## src/rtl/irq_pkg.sv

```systemverilog
// Shared sizing for the interrupt front end: request-line count, ack index
// width and the miss-counter width with its saturation value.
package irq_pkg;
    localparam int IRQ_N     = 4;
    localparam int IRQ_IDX_W = 2;
    localparam int IRQ_CNT_W = 2;

    localparam logic [IRQ_CNT_W-1:0] IRQ_MISS_MAX = {IRQ_CNT_W{1'b1}};
endpackage : irq_pkg

```

## src/rtl/irq_pending_latch_if.sv

```systemverilog
// Request/ack/pending bus between the request source and the pending latch.
interface irq_pending_latch_if #(
    parameter int N     = irq_pkg::IRQ_N,
    parameter int IDX_W = irq_pkg::IRQ_IDX_W
);
    logic [N-1:0]     req_in;
    logic [N-1:0]     mask;
    logic             ack_valid;
    logic [IDX_W-1:0] ack_idx;
    logic             clear_all;
    logic [N-1:0]     pend_out;
    logic             any_pend;
    logic [N-1:0]     overflow;
    logic             ack_err;

    modport master (
        output req_in, mask, ack_valid, ack_idx, clear_all,
        input  pend_out, any_pend, overflow, ack_err
    );

    modport slave (
        input  req_in, mask, ack_valid, ack_idx, clear_all,
        output pend_out, any_pend, overflow, ack_err
    );
endinterface : irq_pending_latch_if

```

## src/rtl/rise_detect.sv

```systemverilog
// Single-line registered rising-edge detector; the history resets high so a
// line already asserted when reset releases does not count as a new edge.
module rise_detect (
    input  logic clk,
    input  logic rst_n,
    input  logic d,
    output logic rise
);
    logic prev_r;

    // Previous-sample history register
    always_ff @(posedge clk) begin
        if (!rst_n) begin
            prev_r <= 1'b1;
        end else begin
            prev_r <= d;
        end
    end

    assign rise = d & ~prev_r;
endmodule : rise_detect

```

## src/rtl/irq_pending_latch.sv

```systemverilog
// Sticky, maskable interrupt pending bits with per-line missed-request
// counters and an indexed acknowledge that reports acks to idle lines.
module irq_pending_latch #(
    parameter int N     = irq_pkg::IRQ_N,
    parameter int IDX_W = irq_pkg::IRQ_IDX_W,
    parameter int CNT_W = irq_pkg::IRQ_CNT_W
) (
    input logic               clk,
    input logic               rst_n,
    irq_pending_latch_if.slave bus
);
    localparam logic [CNT_W-1:0] CNT_MAX  = {CNT_W{1'b1}};
    localparam logic [CNT_W-1:0] CNT_ZERO = {CNT_W{1'b0}};

    logic [N-1:0]     rise_s;
    logic [N-1:0]     ack_sel_s;
    logic [N-1:0]     pending_r;
    logic [N-1:0]     pending_nxt_s;
    logic [CNT_W-1:0] miss_cnt_r     [N];
    logic [CNT_W-1:0] miss_cnt_nxt_s [N];
    logic             ack_err_r;
    logic             ack_err_nxt_s;
    logic [N-1:0]     overflow_s;

    for (genvar g = 0; g < N; g++) begin : g_rise
        rise_detect u_rise (
            .clk   (clk),
            .rst_n (rst_n),
            .d     (bus.req_in[g]),
            .rise  (rise_s[g])
        );
    end

    // One-hot decode of the ack index; an out-of-range index selects nothing
    always_comb begin
        ack_sel_s = {N{1'b0}};
        for (int i = 0; i < N; i++) begin
            ack_sel_s[i] = bus.ack_valid && (bus.ack_idx == IDX_W'(i));
        end
    end

    // Next-state for pending bits and miss counters: clear_all > set > ack
    always_comb begin
        pending_nxt_s = pending_r;
        for (int i = 0; i < N; i++) begin
            miss_cnt_nxt_s[i] = miss_cnt_r[i];
            if (bus.clear_all) begin
                pending_nxt_s[i]  = 1'b0;
                miss_cnt_nxt_s[i] = CNT_ZERO;
            end else if (rise_s[i]) begin
                pending_nxt_s[i] = 1'b1;
                if (ack_sel_s[i]) begin
                    miss_cnt_nxt_s[i] = CNT_ZERO;
                end else if (pending_r[i] && (miss_cnt_r[i] != CNT_MAX)) begin
                    miss_cnt_nxt_s[i] = miss_cnt_r[i] + CNT_W'(1);
                end else begin
                    miss_cnt_nxt_s[i] = miss_cnt_r[i];
                end
            end else if (ack_sel_s[i] && pending_r[i]) begin
                pending_nxt_s[i]  = 1'b0;
                miss_cnt_nxt_s[i] = CNT_ZERO;
            end else begin
                miss_cnt_nxt_s[i] = miss_cnt_r[i];
            end
        end
    end

    // A coincident rise on the acked line makes the ack legitimate
    always_comb begin
        if (bus.ack_valid && !bus.clear_all) begin
            ack_err_nxt_s = ~|(ack_sel_s & (pending_r | rise_s));
        end else begin
            ack_err_nxt_s = 1'b0;
        end
    end

    // State registers
    always_ff @(posedge clk) begin
        if (!rst_n) begin
            pending_r  <= {N{1'b0}};
            miss_cnt_r <= '{default: CNT_ZERO};
            ack_err_r  <= 1'b0;
        end else begin
            pending_r  <= pending_nxt_s;
            miss_cnt_r <= miss_cnt_nxt_s;
            ack_err_r  <= ack_err_nxt_s;
        end
    end

    // Saturation flags
    always_comb begin
        overflow_s = {N{1'b0}};
        for (int i = 0; i < N; i++) begin
            overflow_s[i] = (miss_cnt_r[i] == CNT_MAX);
        end
    end

    assign bus.pend_out = pending_r & ~bus.mask;
    assign bus.any_pend = |(pending_r & ~bus.mask);
    assign bus.overflow = overflow_s;
    assign bus.ack_err  = ack_err_r;
endmodule : irq_pending_latch

```

## src/flat_wrapper.sv

```systemverilog
// flat-port wrapper written by rule: the top's interface ports become plain ports
module irq_pending_latch_flat 
#(
    parameter int N     = irq_pkg::IRQ_N,
    parameter int IDX_W = irq_pkg::IRQ_IDX_W,
    parameter int CNT_W = irq_pkg::IRQ_CNT_W
)
  (clk, rst_n, bus_req_in, bus_mask, bus_ack_valid, bus_ack_idx, bus_clear_all, bus_pend_out, bus_any_pend, bus_overflow, bus_ack_err);
  irq_pending_latch_if #(.N(N), .IDX_W(IDX_W)) bus_i ();
  input logic clk;
  input logic rst_n;
  input wire logic [$bits(bus_i.req_in)-1:0] bus_req_in;
  input wire logic [$bits(bus_i.mask)-1:0] bus_mask;
  input wire logic [$bits(bus_i.ack_valid)-1:0] bus_ack_valid;
  input wire logic [$bits(bus_i.ack_idx)-1:0] bus_ack_idx;
  input wire logic [$bits(bus_i.clear_all)-1:0] bus_clear_all;
  output wire logic [$bits(bus_i.pend_out)-1:0] bus_pend_out;
  output wire logic [$bits(bus_i.any_pend)-1:0] bus_any_pend;
  output wire logic [$bits(bus_i.overflow)-1:0] bus_overflow;
  output wire logic [$bits(bus_i.ack_err)-1:0] bus_ack_err;
  assign bus_i.req_in = bus_req_in;
  assign bus_i.mask = bus_mask;
  assign bus_i.ack_valid = bus_ack_valid;
  assign bus_i.ack_idx = bus_ack_idx;
  assign bus_i.clear_all = bus_clear_all;
  assign bus_pend_out = bus_i.pend_out;
  assign bus_any_pend = bus_i.any_pend;
  assign bus_overflow = bus_i.overflow;
  assign bus_ack_err = bus_i.ack_err;
  irq_pending_latch #(.N(N), .IDX_W(IDX_W), .CNT_W(CNT_W)) u_core (.clk(clk), .rst_n(rst_n), .bus(bus_i));
endmodule
```

## config.mk

```make
export PLATFORM = sky130hd
export DESIGN_NAME = irq_pending_latch_flat
export DESIGN_NICKNAME = d
export VERILOG_FILES = /design/src/rtl/irq_pkg.sv /design/src/rtl/irq_pending_latch_if.sv /design/src/rtl/rise_detect.sv /design/src/rtl/irq_pending_latch.sv /design/src/flat_wrapper.sv
export SDC_FILE = /design/constraint.sdc
export NUM_CORES = 1
export LEC_CHECK = 0
export BUFFER_PORTS_ARGS = -buffer_cell sky130_fd_sc_hd__buf_2
export CAP_MARGIN = 20
export CORE_AREA = 2 2 57 59
export DETAILED_ROUTE_END_ITERATION = 10
export DIE_AREA = 0 0 59 61
export SYNTH_ARGS = -nofsm -noshare
export SYNTH_HDL_FRONTEND = slang
export SYNTH_SLANG_ARGS = --single-unit
```

## constraint.sdc

```tcl
create_clock -name clk -period 2.49 [get_ports clk]
set_input_delay 0.1245 -clock clk [delete_from_list [all_inputs] [get_ports clk]]
set_output_delay 0.1245 -clock clk [all_outputs]
set_load 0.02 [all_outputs]
```

Yosys cells after proc, flatten, opt, wreduce, memory -nomap -nowiden
Index checks and enable logic that the tools add are counted.
{"block": "word_totals", "output_inout_bits": 10, "inputBits": 14, "register_bits": 17, "wordCells": 97}
{"block": "op_classes", "n_reduce_logical": 28, "muxes": 24, "add_sub_neg": 4, "bitwise_logic": 13, "n_eq_ne": 15}
{"op": "$mux W2", "count": 16}
{"op": "$logic_and A1 B1 Y1", "count": 13}
{"op": "$eq A2 B2 Y1 const B", "count": 6}
{"op": "$ne A3 B1 Y1 const B", "count": 4}
{"op": "$reduce_and A2 Y1", "count": 5}
{"op": "$add A2 B1 Y2 const B", "count": 4}
{"op": "$and A4 B4 Y4", "count": 2}
{"op": "$mux W1", "count": 8}
{"op": "$ne A2 B2 Y1 const B", "count": 4}
{"op": "$reduce_bool A2 Y1", "count": 4}
{"op": "$reduce_or A4 Y1", "count": 2}
{"op": "$not A1 Y1", "count": 5}
{"op": "$and A1 B1 Y1", "count": 4}
{"op": "$not A4 Y4", "count": 1}
{"op": "$or A4 B4 Y4", "count": 1}
{"op": "$eq A2 B1 Y1 const B", "count": 1}
{"op": "$logic_not A1 Y1", "count": 2}
{"op": "$logic_not A2 Y1", "count": 1}
{"op": "$reduce_or A2 Y1", "count": 1}

Depth between registers and ports, before layout
Gate-level depths: netlist (run 1).
{"block": "logic_depth", "word_depth": 6, "ltp_mapped": 5, "mapped_depth_nobuf": 5}

Modules after synthesis
Synthesis (run 1) repeated with hierarchy kept, for this count alone.
{"block": "unflattened", "hier_cells": 99, "hier_area_um2": 903.4}
{"module": "irq_pending_latch", "instances": 1, "cells_per_inst": 87, "area_per_inst_um2": 743.2}
{"module": "rise_detect", "instances": 4, "cells_per_inst": 3, "area_per_inst_um2": 40.0}

Worst setup path after synthesis (run 1)
OpenSTA, ideal clock, no wires.
{"block": "synth_path", "kind": "register to register", "startpoint": "register u_core.miss_cnt_r[0] (netlist bit)", "endpoint": "register u_core.miss_cnt_r[0] (netlist bit)", "arrival_ns": 1.239, "t_required_ns": 2.420, "path_stages_with_launch": 5, "setup_time_ns": 0.070, "synth_period_minus_slack_ns": 1.309, "path_slack_ns": 1.181, "path_cell_list": "dfxtp_1 -> ha_1 -> nand4bb_1 -> or3_1 -> a21oi_1"}
{"block": "synth_between", "elab_chain_cells": 4, "elab_cells_between_ends": 8}
{"element": "start, declared", "line": "irq_pending_latch.sv:19", "rtl": "logic [CNT_W-1:0] miss_cnt_r [N];"}
{"element": "start signal, assigned", "line": "irq_pending_latch.sv:85", "rtl": "miss_cnt_r <= miss_cnt_nxt_s;"}
{"element": "$add A2 B1 Y2 or $ne A2 B2 Y1 (tied branches)", "line": "irq_pending_latch.sv:55, irq_pending_latch.sv:54"}
{"element": "$mux W2 or $logic_and A1 B1 Y1 (tied branches)", "line": "irq_pending_latch.sv:54", "rtl": "end else if (pending_r[i] && (miss_cnt_r[i] != CNT_MAX)) begin"}
{"element": "$mux W2 or $ne A3 B1 Y1 (tied branches)"}
{"element": "$mux W2 or $reduce_and A2 Y1 (tied branches)"}
Several ways; a longest one is shown, not always the timed one. The select of a mux whose other input is x is not followed.
A chain may end at the register's enable or synchronous reset.

Worst setup path after layout (run 1)
{"block": "layout_path", "startpoint": "register u_core.pending_r[0]", "endpoint": "output bus_any_pend"}
{"block": "layout_between", "elab_chain_cells": 2}
{"element": "start, declared", "line": "irq_pending_latch.sv:17", "rtl": "logic [N-1:0] pending_r;"}
{"element": "start signal, assigned", "line": "irq_pending_latch.sv:80", "rtl": "pending_r <= {N{1'b0}};"}
{"element": "start signal, assigned", "line": "irq_pending_latch.sv:84", "rtl": "pending_r <= pending_nxt_s;"}
{"element": "$and A4 B4 Y4", "line": "irq_pending_latch.sv:99", "rtl": "assign bus.any_pend = |(pending_r & ~bus.mask);"}
{"element": "$reduce_or A4 Y1", "line": "irq_pending_latch.sv:99"}
{"element": "end, declared", "line": "flat_wrapper.sv:18", "rtl": "output wire logic [$bits(bus_i.any_pend)-1:0] bus_any_pend;"}
Every way passes these cells.

==> results.tsv, run 1 <==
stage	metric	value	unit
global_route	vias in the first global route	765	
clocking	Hold-fix buffers, CTS	0	
critical_path	WP data required	2.37	ns
timing	Hold WS	0.0227	ns
timing	max-slew violation count	0	
logic_synthesis	Yosys reg bits	17	
finish	Nets	142	
finish	Area Growth Syn to Fin	21.0	%
global_route	initial antenna violation count	0	
timing	setup violators final	0	
die	Core Area	0.00295	sq mm
hold_path	Hold Crit Class	input port to flip-flop	
hold_path	HP Start	bus_req_in[2]	
place	Final GP Congestion	0.825	
critical_path	R2R Path End	u_core.miss_cnt_r[0]$_SDFFE_PP0P_	
global_route	largest net degree at the start of global routing	10	
logic_synthesis	Mapped Cells	97	
clocking	later-pin clock latency in the skew report	0.29	ns
timing	final setup TNS	0	ns
timing	Final Cycle Share	65.0	%
power_and_ir_drop	sw power	0.000119	W
routing	Via density	5.10	
clocking	CTS max path bufs	2	
routing	DRC Markers	0	
critical_path	Worst Path Max Fanout	5	
critical_path	r2r startpoint	u_core.miss_cnt_r[0]$_SDFFE_PP0P_	
global_route	GR Util met2	18.9	%
critical_path	kind of critical path	flip-flop to output port	
clocking	clk sinks	17	
clocking	post-cts resize count	0	
routing	drt pass-1 iters	4	
routing	antenna-violating nets left	0	
timing	minimum clock period after layout	1.62	ns
timing	max_slew headroom	73.8	%
routing	vias after detailed routing	795	
clocking	Clock H-tree levels	1	
timing	Slew @ Worst Pin	0.393	ns
critical_path	worst r2r path cells	4	
power_and_ir_drop	Comb pwr share	10.4	%
critical_path	critical path capture point type	output port	
finish	# diodes	0	
global_route	total grt overflow	0	
logic_synthesis	Mapped Nets	115	
run	Max-Cap Viols	0	
global_route	Global Route met1 Usage	15.6	%
clocking	Post-CTS Setup Bufs	0	
global_route	first-pass GRT wire length	3190	um
place	hpwl dp	1500	um
logic_synthesis	Cell variety after synth	26	
die	IO Count	24	
finish	commonest non-fill, non-tap cell in the layout	buf_2	
run_status	status	completed	
critical_path	crit start category	flip-flop	
place	I/O Buffers	23	
hold_path	hold path cells	2	
power_and_ir_drop	Peak VDD IR	0.000211	V
logic_synthesis	Post-Syn Area	846	sq um
die	die area	0.00360	sq mm
timing	RSZ-0062 raised after global routing	no	
timing	fmax	618	MHz
finish	commonest non-fill, non-tap cells in the layout	buf_2 (23), dfxtp_1 (17), a21oi_1 (11)	
routing	Total Routed Length	1870	um
finish	layout cells sized above 1	24.4	%
critical_path	FF-to-FF setup slack	1.15	ns
logic_synthesis	register area share after synthesis	40.2	%
logic_synthesis	Synth Area per Inst	8.72	sq um
global_route	GR peak layer	met2	
routing	Routed wire per std cell	12.0	um
die	num rows	20	
die	die outline width	59	um
power_and_ir_drop	switching fraction of total power	24.8	%
global_route	Total GRT Usage	11.8	%
clocking	Root Driver	clkbuf_4	
power_and_ir_drop	Pint	0.000362	W
power_and_ir_drop	power density cells	470	mW/mm^2
clocking	clk slew on worst S/H paths	0.10	ns
hold_path	Hold Path End	u_core.g_rise[2].u_rise.prev_r$_SDFF_PN1_	
clocking	CTS tree	done	
critical_path	CP arrival	1.49	ns
power_and_ir_drop	Leak Pwr	0.437	nW
timing	count of final hold-check violations	0	
logic_synthesis	Ys Warns	0	
die	die height	61	um
routing	1st-iter DRT viols	9	
power_and_ir_drop	clock power share	31.2	%
timing	skew final	0.00431	ns
clocking	CTS buffer count	3	
power_and_ir_drop	sequential share of power	58.3	%
die	Initial Util	28.6	%
global_route	met3 Use GR	2.56	%
## layer usage
metal  wire length (um)  up-vias
met5                  0        -
met4                 17        0
met3                100        2
met2                868       21
met1                888      369
li1                   -      403
## area by class of cell
class,instances,area [sq um]
Fill cell,327,1930
Multi-Input combinational cell,76,489
Sequential cell,17,340
Timing Repair Buffer,23,115
Tap cell,33,41.3
Clock buffer,4,26.3
Inverter,3,11.3
## cells in the mapped netlist
master / number / area share [%]
dfxtp_1: 17 / 40
a21oi_1: 11 / 6.5
nor2b_1: 10 / 7.4
nor2_1: 8 / 3.6
o21ai_0: 7 / 4.1
nand2_1: 6 / 2.7
nand2b_1: 6 / 4.4
ha_1: 4 / 5.9
inv_1: 3 / 1.3
a32oi_1: 2 / 2.1
and3b_2: 2 / 2.4
nand3b_1: 2 / 1.8
nand4_1: 2 / 1.5
nand4bb_1: 2 / 2.7
o21a_1: 2 / 1.8
or3_1: 2 / 1.5
or4_1: 2 / 1.8
and3_2: 1 / 0.89
buf_2: 1 / 0.59
mux2i_1: 1 / 1.2
nand3_1: 1 / 0.59
nor3b_1: 1 / 0.89
nor3b_2: 1 / 1.5
o211ai_1: 1 / 0.89
o2bb2ai_1: 1 / 1.0
o31ai_1: 1 / 0.89
## stage by stage
step / util [%] / setup WS (ns) / std cells / total power [W] / area [sq um]
final: 34.7 / 0.872 / 156 / 0.000481 / 1020
after CTS: 34.7 / 0.861 / 156 / 0.000487 / 1020
after global placement: 33.8 / 1.20 / 152 / 0.000336 / 997
after floorplan: - / 1.18 / 97 / 0.000314 / 846
after global routing: 34.7 / 0.805 / 156 / 0.000507 / 1020
after detailed placement: 33.8 / 1.16 / 152 / 0.000337 / 997
## critical path: stages, from the launching register on
cell     delay (ns)
dfxtp_1        0.35
nor2b_1        0.14
or4_1          0.53
buf_2          0.18
## worst max path at each step
stage / from / to / slack (ns) / depth (start not counted)
3_5_place_dp: u_core.miss_cnt_r[0]$_SDFFE_PP0P_ / u_core.miss_cnt_r[0]$_SDFFE_PP0P_ / 1.16 / 4
4_1_cts: u_core.pending_r[0]$_SDFFE_PP0P_ / bus_any_pend / 0.86 / 3
5_1_grt: u_core.pending_r[0]$_SDFFE_PP0P_ / bus_any_pend / 0.81 / 3
3_3_place_gp: u_core.pending_r[0]$_SDFFE_PP0P_ / bus_any_pend / 1.20 / 3
2_1_floorplan: u_core.miss_cnt_r[0]$_SDFFE_PP0P_ / u_core.miss_cnt_r[0]$_SDFFE_PP0P_ / 1.18 / 4
6_report: u_core.pending_r[0]$_SDFFE_PP0P_ / bus_any_pend / 0.87 / 3
## power by group through the flow
stage	Clock, W	Sequential (W)	Combinational [W]
2_1_floorplan	0	0.000287	0.0000271
3_3_place_gp	0	0.000287	0.0000496
3_5_place_dp	0	0.000287	0.0000504
4_1_cts	0.000156	0.000281	0.0000505
5_1_grt	0.000168	0.000281	0.0000571
6_report	0.000150	0.000281	0.0000502
## cell families (layout without fill, tap and decap cells)
logic type | after synthesis | in the layout | share of synthesized area (%)
compound gates | 25 | 25 | 17.3
fa+ha+maj | 4 | 4 | 5.92
buf+inv | 4 | 30 | 1.92
flops | 17 | 17 | 40.2
mux | 1 | 1 | 1.18
simple gates | 46 | 46 | 33.4
## state kept, by name, summed over array words and instances (netlist names)
register,cells
u_core.miss_cnt_r,8
u_core.bus.ack_err,1
u_core.g_rise.u_rise.prev_r,4
u_core.pending_r,4
Power figures use the tool's default switching activity.
==> inputs of run 2 (changes only) <==
ABC_AREA = 1   (was default)
CORE_AREA = 2 2 58 60   (was 2 2 57 59)
DIE_AREA = 0 0 60 62   (was 0 0 59 61)
clock period = 1.43 ns   (was 2.49 ns; I/O delays follow)
==> run 2 against run 1 <==
Final cell count is 41% higher. Worst hold slack better by 0.0069 ns. Via count is 11% higher. Setup slack worse by 0.82 ns. Wire length is 1.0% higher. Clock skew is 0.0012 ns lower. Non-clock buffer count is 9 higher. Sequential power is 74% higher. Utilization is 2.6 points higher. Design area is 16% higher. Critical path type unchanged. Critical endpoint unchanged. Largest cell class unchanged. Highest routed layer unchanged.
==> results.tsv, run 2 <==
stage	metric	value	unit
clocking	clk slew on worst S/H paths	0.11	ns
die	die area	0.00372	sq mm
place	hpwl dp	1480	um
timing	Hold WS	0.0295	ns
hold_path	Hold Path End	u_core.pending_r[3]$_SDFFE_PP0P_	
clocking	CTS buffer count	3	
critical_path	CP arrival	1.30	ns
critical_path	R2R Path End	u_core.miss_cnt_r[0]$_SDFFE_PP0P_	
timing	Final Cycle Share	96.1	%
logic_synthesis	top post-synthesis cells by count	nand2_1 (40), inv_1 (23), nor2_1 (22)	
global_route	Total GRT Usage	11.5	%
routing	Total Routed Length	1890	um
routing	Routed wire per std cell	8.60	um
critical_path	kind of critical path	flip-flop to output port	
clocking	Clock H-tree levels	1	
critical_path	worst r2r path cells	6	
critical_path	Critical Path Max Stage Delay	0.33	ns
timing	count of final hold-check violations	0	
place	I/O Buffers	23	
finish	Biggest register	u_core.miss_cnt_r	
timing	final setup TNS	0	ns
critical_path	Crit path max-delay family	simple AND/OR/NAND/NOR gates	
timing	max-slew violation count	0	
global_route	initial antenna violation count	0	
logic_synthesis	Top FF cell, synth	dfxtp_1	
logic_synthesis	Mapped Cells	139	
critical_path	WP data required	1.36	ns
timing	max_slew headroom	86.4	%
routing	1st-iter DRT viols	5	
die	num rows	21	
critical_path	cell count along the critical path	6	
clocking	later-pin clock latency in the skew report	0.31	ns
logic_synthesis	most numerous cell in the Yosys netlist	nand2_1	
finish	fin util	37.3	%
run_status	status	completed	
critical_path	crit start category	flip-flop	
timing	fmax	728	MHz
finish	commonest non-fill, non-tap cells in the layout	nand2_1 (39), nor2_1 (22), buf_2 (22)	
global_route	met3 Use GR	3.93	%
timing	Slew @ Worst Pin	0.204	ns
logic_synthesis	number of synthesized flops with an enable pin	0	
clocking	clk sinks	17	
critical_path	Worst Path Max Fanout	3	
routing	DRC Markers	0	
logic_synthesis	Ys Warns	0	
place	Final GP Congestion	0.788	
critical_path	Buf/Inv on CP	3	
finish	# diodes	0	
routing	vias after detailed routing	883	
clocking	CTS tree	done	
global_route	GR peak layer	met2	
logic_synthesis	Cell variety after synth	16	
logic_synthesis	register area share after synthesis	37.9	%
finish	Area Growth Syn to Fin	32.2	%
logic_synthesis	Mapped Nets	157	
routing	antenna-violating nets left	0	
die	IO Count	24	
critical_path	worst-path cell chain	inv_2, nor2_1, inv_1, nand2_2, or3_4, buf_6	
power_and_ir_drop	Peak VDD IR	0.000233	V
logic_synthesis	Post-Syn Area	897	sq um
global_route	first-pass GRT wire length	3170	um
logic_synthesis	share of the synthesized area in the top cell type	37.9	%
critical_path	critical path capture point type	output port	
die	die outline width	60	um
place	placed cell area	0.00107	sq mm
global_route	largest net degree at the start of global routing	13	
timing	minimum clock period after layout	1.37	ns
finish	Top Registers	u_core.miss_cnt_r (8), u_core.g_rise.u_rise.prev_r (4), u_core.pending_r (4)	
logic_synthesis	asr flop ratio synth	0	%
critical_path	FF-to-FF setup slack	0.36	ns
global_route	total grt overflow	0	
power_and_ir_drop	Leak Pwr	0.651	nW
global_route	GR Util met2	16.6	%
finish	filler instances	360	
routing	Via density	4.01	
finish	Nets	193	
logic_synthesis	Synth area leaders	dfxtp_1 (38%), nand2_1 (17%), inv_1 (9.6%)	
clocking	Root Driver	clkbuf_4	
timing	setup violators final	0	
logic_synthesis	Synth Area per Inst	6.45	sq um
die	Core Area	0.00318	sq mm
timing	skew final	0.00315	ns
critical_path	CP max-delay cell	dfxtp_2	
power_and_ir_drop	power density cells	743	mW/mm^2
routing	drt pass-1 iters	2	
hold_path	HP Start	bus_req_in[3]	
global_route	vias in the first global route	780	
finish	commonest non-fill, non-tap cell in the layout	nand2_1	
clocking	CTS max path bufs	2	
run	Max-Cap Viols	0	
finish	layout cells sized above 1	27.6	%
die	die height	62	um
hold_path	Hold Crit Class	input port to flip-flop	
logic_synthesis	Yosys reg bits	17	
finish	Largest register FFs	8	
finish	Design Area, Final	0.00119	sq mm
logic_synthesis	largest area contributor in the netlist	dfxtp_1	
die	Initial Util	28.2	%
global_route	Global Route met1 Usage	14.3	%
critical_path	r2r startpoint	u_core.miss_cnt_r[0]$_SDFFE_PP0P_	
hold_path	hold path cells	3	
## run 2: metrics by stage
step           cells  setup slack, ns  power [W]
2_1_floorplan    139            0.327   0.000557
4_1_cts          217          0.00561   0.000883
3_5_place_dp     208            0.356   0.000597
3_3_place_gp     208            0.364   0.000596
6_report         220           0.0558   0.000881
5_1_grt          220         -0.00122   0.000914
## run 2: layer usage
layer  part of all wire, %  up-vias  routed length, um
li1                      -      490                  -
met1                    47      366                898
met2                    43       20                811
met3                   6.3        7                119
met4                   3.4        0                 64
met5                     0        -                  0
## run 2: cells by family after synthesis
group                      share of synthesized area (%)
AOI/OAI and AO/OA                                   4.18
adders and majority gates                           5.58
buffers and inverters                               10.9
DFF                                                 37.9
and+or+nand+nor                                     41.4
## run 2: final cells by class
cell class	instances	area, sq um	area share [%]
tap	46	57.6	4.85
clock buffer	3	22.5	1.90
timing repair buffer	32	201	17.0
clock inverter	1	5.00	0.422
inverter	24	90.1	7.59
sequential	17	343	28.9
multi-input combinational	97	467	39.3
## run 2: power breakdown
| part | switching (W) | leakage (nW) | internal (W) |
|---|---|---|---|
| logic | 0.0000621 | 0.494 | 0.0000515 |
| clock network | 0.000175 | 0.0177 | 0.000105 |
| registers | 0.00000334 | 0.139 | 0.000484 |
## run 2: worst reg2reg max path: cells and delay by family, from the launching register on
family | cells | cell delay, ns
flops | 1 | 0.34
simple gates | 3 | 0.26
buf+inv | 1 | 0.05
fa+ha+maj | 1 | 0.21
compound gates | 1 | 0.14
## run 2: worst max-delay path by stage
stage,start,endpoint,slack (ns)
final,u_core.pending_r[0]$_SDFFE_PP0P_,bus_any_pend,0.06
after global routing,u_core.pending_r[0]$_SDFFE_PP0P_,bus_any_pend,-0.001
after CTS,u_core.pending_r[1]$_SDFFE_PP0P_,bus_any_pend,0.006
after detailed placement,u_core.pending_r[1]$_SDFFE_PP0P_,bus_any_pend,0.36
after global placement,u_core.pending_r[0]$_SDFFE_PP0P_,bus_any_pend,0.36
after floorplan,u_core.miss_cnt_r[2]$_SDFFE_PP0P_,u_core.miss_cnt_r[3]$_SDFFE_PP0P_,0.33
## run 2: timing repair
item / CTS / global route
buffers inserted: 0 / 3
resized for setup: 0 / 9
endpoints found under the setup margin: 0 / 1
hold buffers: 5 / 0
endpoints found under the hold margin: 4 / 0
==> inputs of run 3 (changes only) <==
--- a/config.mk
+++ b/config.mk
@@ -7,8 +7,7 @@
 export LEC_CHECK = 0
-export ABC_AREA = 1
 export BUFFER_PORTS_ARGS = -buffer_cell sky130_fd_sc_hd__buf_2
 export CAP_MARGIN = 20
-export CORE_AREA = 2 2 58 60
+export CORE_AREA = 2 2 57 59
 export DETAILED_ROUTE_END_ITERATION = 10
-export DIE_AREA = 0 0 60 62
+export DIE_AREA = 0 0 59 61
 export SYNTH_ARGS = -nofsm -noshare
==> constraint.sdc (replaced) <==
create_clock -name clk -period 1.43 [get_ports clk]
set_input_delay 0.143 -clock clk [delete_from_list [all_inputs] [get_ports clk]]
set_output_delay 0.143 -clock clk [all_outputs]
set_load 0.02 [all_outputs]
==> run 3 against run 2 <==
The flow now finishes with violations (negative setup slack). Sequential share of layout area increased by 2.9 points. Global-route usage increased by 0.93 points. Design area decreased by 8.6%. Via count decreased by 10%. Register-to-register slack got worse by 0.26 ns. Utilization decreased by 0.61 points. Clock power decreased by 6%. Flip-flop and latch count unchanged. Sequential power about the same.
==> results.tsv, run 3 (synthesized netlist as in run 1, its figures left out) <==
stage	metric	value	unit
run_status	status	finished, violations left	
run_status	failing checks	negative setup slack	
timing	Final Cycle Share	109	%
finish	final cell count without fillers	160	
die	IO Count	24	
clocking	CTS max path bufs	2	
power_and_ir_drop	Pint	0.000634	W
timing	count of final hold-check violations	0	
power_and_ir_drop	Peak VDD IR	0.000336	V
place	Final GP Congestion	0.797	
finish	Largest register FFs	8	
clocking	CTS buffer count	3	
clocking	Clock H-tree levels	1	
power_and_ir_drop	sequential share of power	57.3	%
finish	Top Registers	u_core.miss_cnt_r (8), u_core.g_rise.u_rise.prev_r (4), u_core.pending_r (4)	
global_route	Total GRT Usage	12.4	%
finish	Area Growth Syn to Fin	28.1	%
clocking	Hold-fix buffers, CTS	0	
power_and_ir_drop	total power draw	0.000851	W
hold_path	Hold Crit Class	input port to flip-flop	
timing	max-slew violation count	0	
finish	# diodes	0	
global_route	total grt overflow	0	
die	Core Area	0.00295	sq mm
timing	minimum clock period after layout	1.56	ns
timing	skew final	0.00993	ns
run	Max-Cap Viols	0	
routing	DRC Markers	0	
critical_path	worst r2r path cells	4	
critical_path	Worst Path Max Fanout	2	
critical_path	CP arrival	1.41	ns
critical_path	WP data required	1.29	ns
critical_path	CP max-delay cell	or4_4	
critical_path	Critical Path Max Stage Delay	0.53	ns
global_route	first-pass GRT wire length	3370	um
finish	layout cells sized above 1	32.3	%
timing	setup violators final	1	
critical_path	r2r startpoint	u_core.miss_cnt_r[0]$_SDFFE_PP0P_	
die	Initial Util	28.6	%
critical_path	R2R Path End	u_core.miss_cnt_r[0]$_SDFFE_PP0P_	
power_and_ir_drop	sw power	0.000218	W
critical_path	critical path capture point type	output port	
power_and_ir_drop	clock power share	31.0	%
routing	Via density	4.96	
critical_path	worst-path cell chain	nor2b_4, or4_4, buf_6	
global_route	largest net degree at the start of global routing	11	
finish	Biggest register	u_core.miss_cnt_r	
place	Inst Count DP	153	
finish	Nets	146	
clocking	clk sinks	17	
clocking	clk slew on worst S/H paths	0.10	ns
critical_path	kind of critical path	flip-flop to output port	
place	hpwl dp	1540	um
power_and_ir_drop	Leak Pwr	0.462	nW
finish	commonest non-fill, non-tap cell in the layout	buf_2	
die	die outline width	59	um
global_route	vias in the first global route	792	
die	die height	61	um
critical_path	critical path capture point	bus_any_pend	
clocking	later-pin clock latency in the skew report	0.29	ns
finish	commonest non-fill, non-tap cells in the layout	buf_2 (22), dfxtp_1 (14), a21oi_1 (11)	
routing	antenna-violating nets left	0	
timing	fin worst setup slack	-0.128	ns
power_and_ir_drop	power density cells	786	mW/mm^2
timing	Slew @ Worst Pin	0.370	ns
timing	fmax	642	MHz
routing	drt pass-1 iters	4	
critical_path	FF-to-FF setup slack	0.10	ns
critical_path	Crit. Startpoint	u_core.pending_r[3]$_SDFFE_PP0P_	
critical_path	crit start category	flip-flop	
place	I/O Buffers	23	
clocking	CTS tree	done	
power_and_ir_drop	switching fraction of total power	25.6	%
power_and_ir_drop	Comb pwr share	11.7	%
timing	RSZ-0062 raised after global routing	yes	
routing	Total Routed Length	1970	um
routing	Routed wire per std cell	12.3	um
die	num rows	20	
timing	max_slew headroom	75.3	%
routing	vias after detailed routing	793	
global_route	initial antenna violation count	0	
clocking	Root Driver	clkbuf_4	
die	die area	0.00360	sq mm
routing	1st-iter DRT viols	4	
run 3: cell types whose count changed in the layout (fill, tap and decap cells not counted), sizes merged, moves of 3 or more:
cell / before / now
a21oi: 6 / 11
nand2b: 0 / 6
o21ai: 0 / 7
inv: 23 / 3
nor2b: 0 / 10
or2: 3 / 0
dlygate4sd3: 5 / 0
nand3: 10 / 1
nand2: 44 / 6
nor2: 25 / 8
run 3: routing by layer:
metal | vias up | share of wire, % | GRT usage [%]
met5 | - | 0 | 0
met3 | 2 | 3.9 | 2.13
met2 | 15 | 47 | 20.3
li1 | 408 | - | -
met1 | 368 | 48 | 16.1
met4 | 0 | 1.0 | 5.84
run 3: worst max-delay path, delay by kind of cell (launching register included):
kind,cells,cell delay (ns)
simple gates,2,0.65
flops,1,0.33
buf+inv,1,0.15
run 3: layout make-up:
cell class	instances	area, sq um
fillers	335	1870
multi-input cells	76	508
clock inverters	1	5.00
inverters	3	11.3
clock buffers	3	22.5
repair buffers	27	151
well taps	33	41.3
flip-flops and latches	17	344
run 3: what timing repair did:
action | in CTS | in global routing
pin swaps | 1 | 0
setup buffers | 3 | 0
setup endpoints to repair | 1 | 1
resized for setup | 10 | 0
run 3: power by group through the flow:
stage               sequential (W)  clock (W)  combinational [W]
global route              0.000489   0.000295           0.000112
detailed placement        0.000499          0          0.0000903
finish                    0.000488   0.000264          0.0000998
CTS                       0.000488   0.000280           0.000101
floorplan                 0.000500          0          0.0000473
global placement          0.000499          0          0.0000889
run 3: how the worst min path moves through the flow:
stage / start / to / slack [ns] / depth (start not counted)
6_report: bus_req_in[2] / u_core.g_rise[2].u_rise.prev_r$_SDFF_PN1_ / 0.05 / 2
5_1_grt: bus_req_in[1] / u_core.g_rise[1].u_rise.prev_r$_SDFF_PN1_ / 0.05 / 2
4_1_cts: bus_req_in[2] / u_core.g_rise[2].u_rise.prev_r$_SDFF_PN1_ / 0.04 / 2
3_5_place_dp: bus_req_in[2] / u_core.g_rise[2].u_rise.prev_r$_SDFF_PN1_ / 0.34 / 2
3_3_place_gp: bus_req_in[2] / u_core.g_rise[2].u_rise.prev_r$_SDFF_PN1_ / 0.34 / 2
2_1_floorplan: rst_n / u_core.g_rise[0].u_rise.prev_r$_SDFF_PN1_ / 0.22 / 1
run 3: through the flow:
| stage | setup slack (ns) | instance area (sq um) | hold WS [ns] | TNS, ns | utilization (%) |
|---|---|---|---|---|---|
| final | -0.128 | 1080 | 0.0485 | -0.128 | 36.7 |
| after CTS | -0.148 | 1080 | 0.0372 | -0.148 | 36.7 |
| after floorplan | 0.121 | 846 | 0.216 | 0 | - |
| after detailed placement | 0.121 | 1000 | 0.344 | 0 | 34.0 |
| after global routing | -0.164 | 1080 | 0.0486 | -0.164 | 36.7 |
| after global placement | 0.129 | 1000 | 0.340 | 0 | 34.0 |
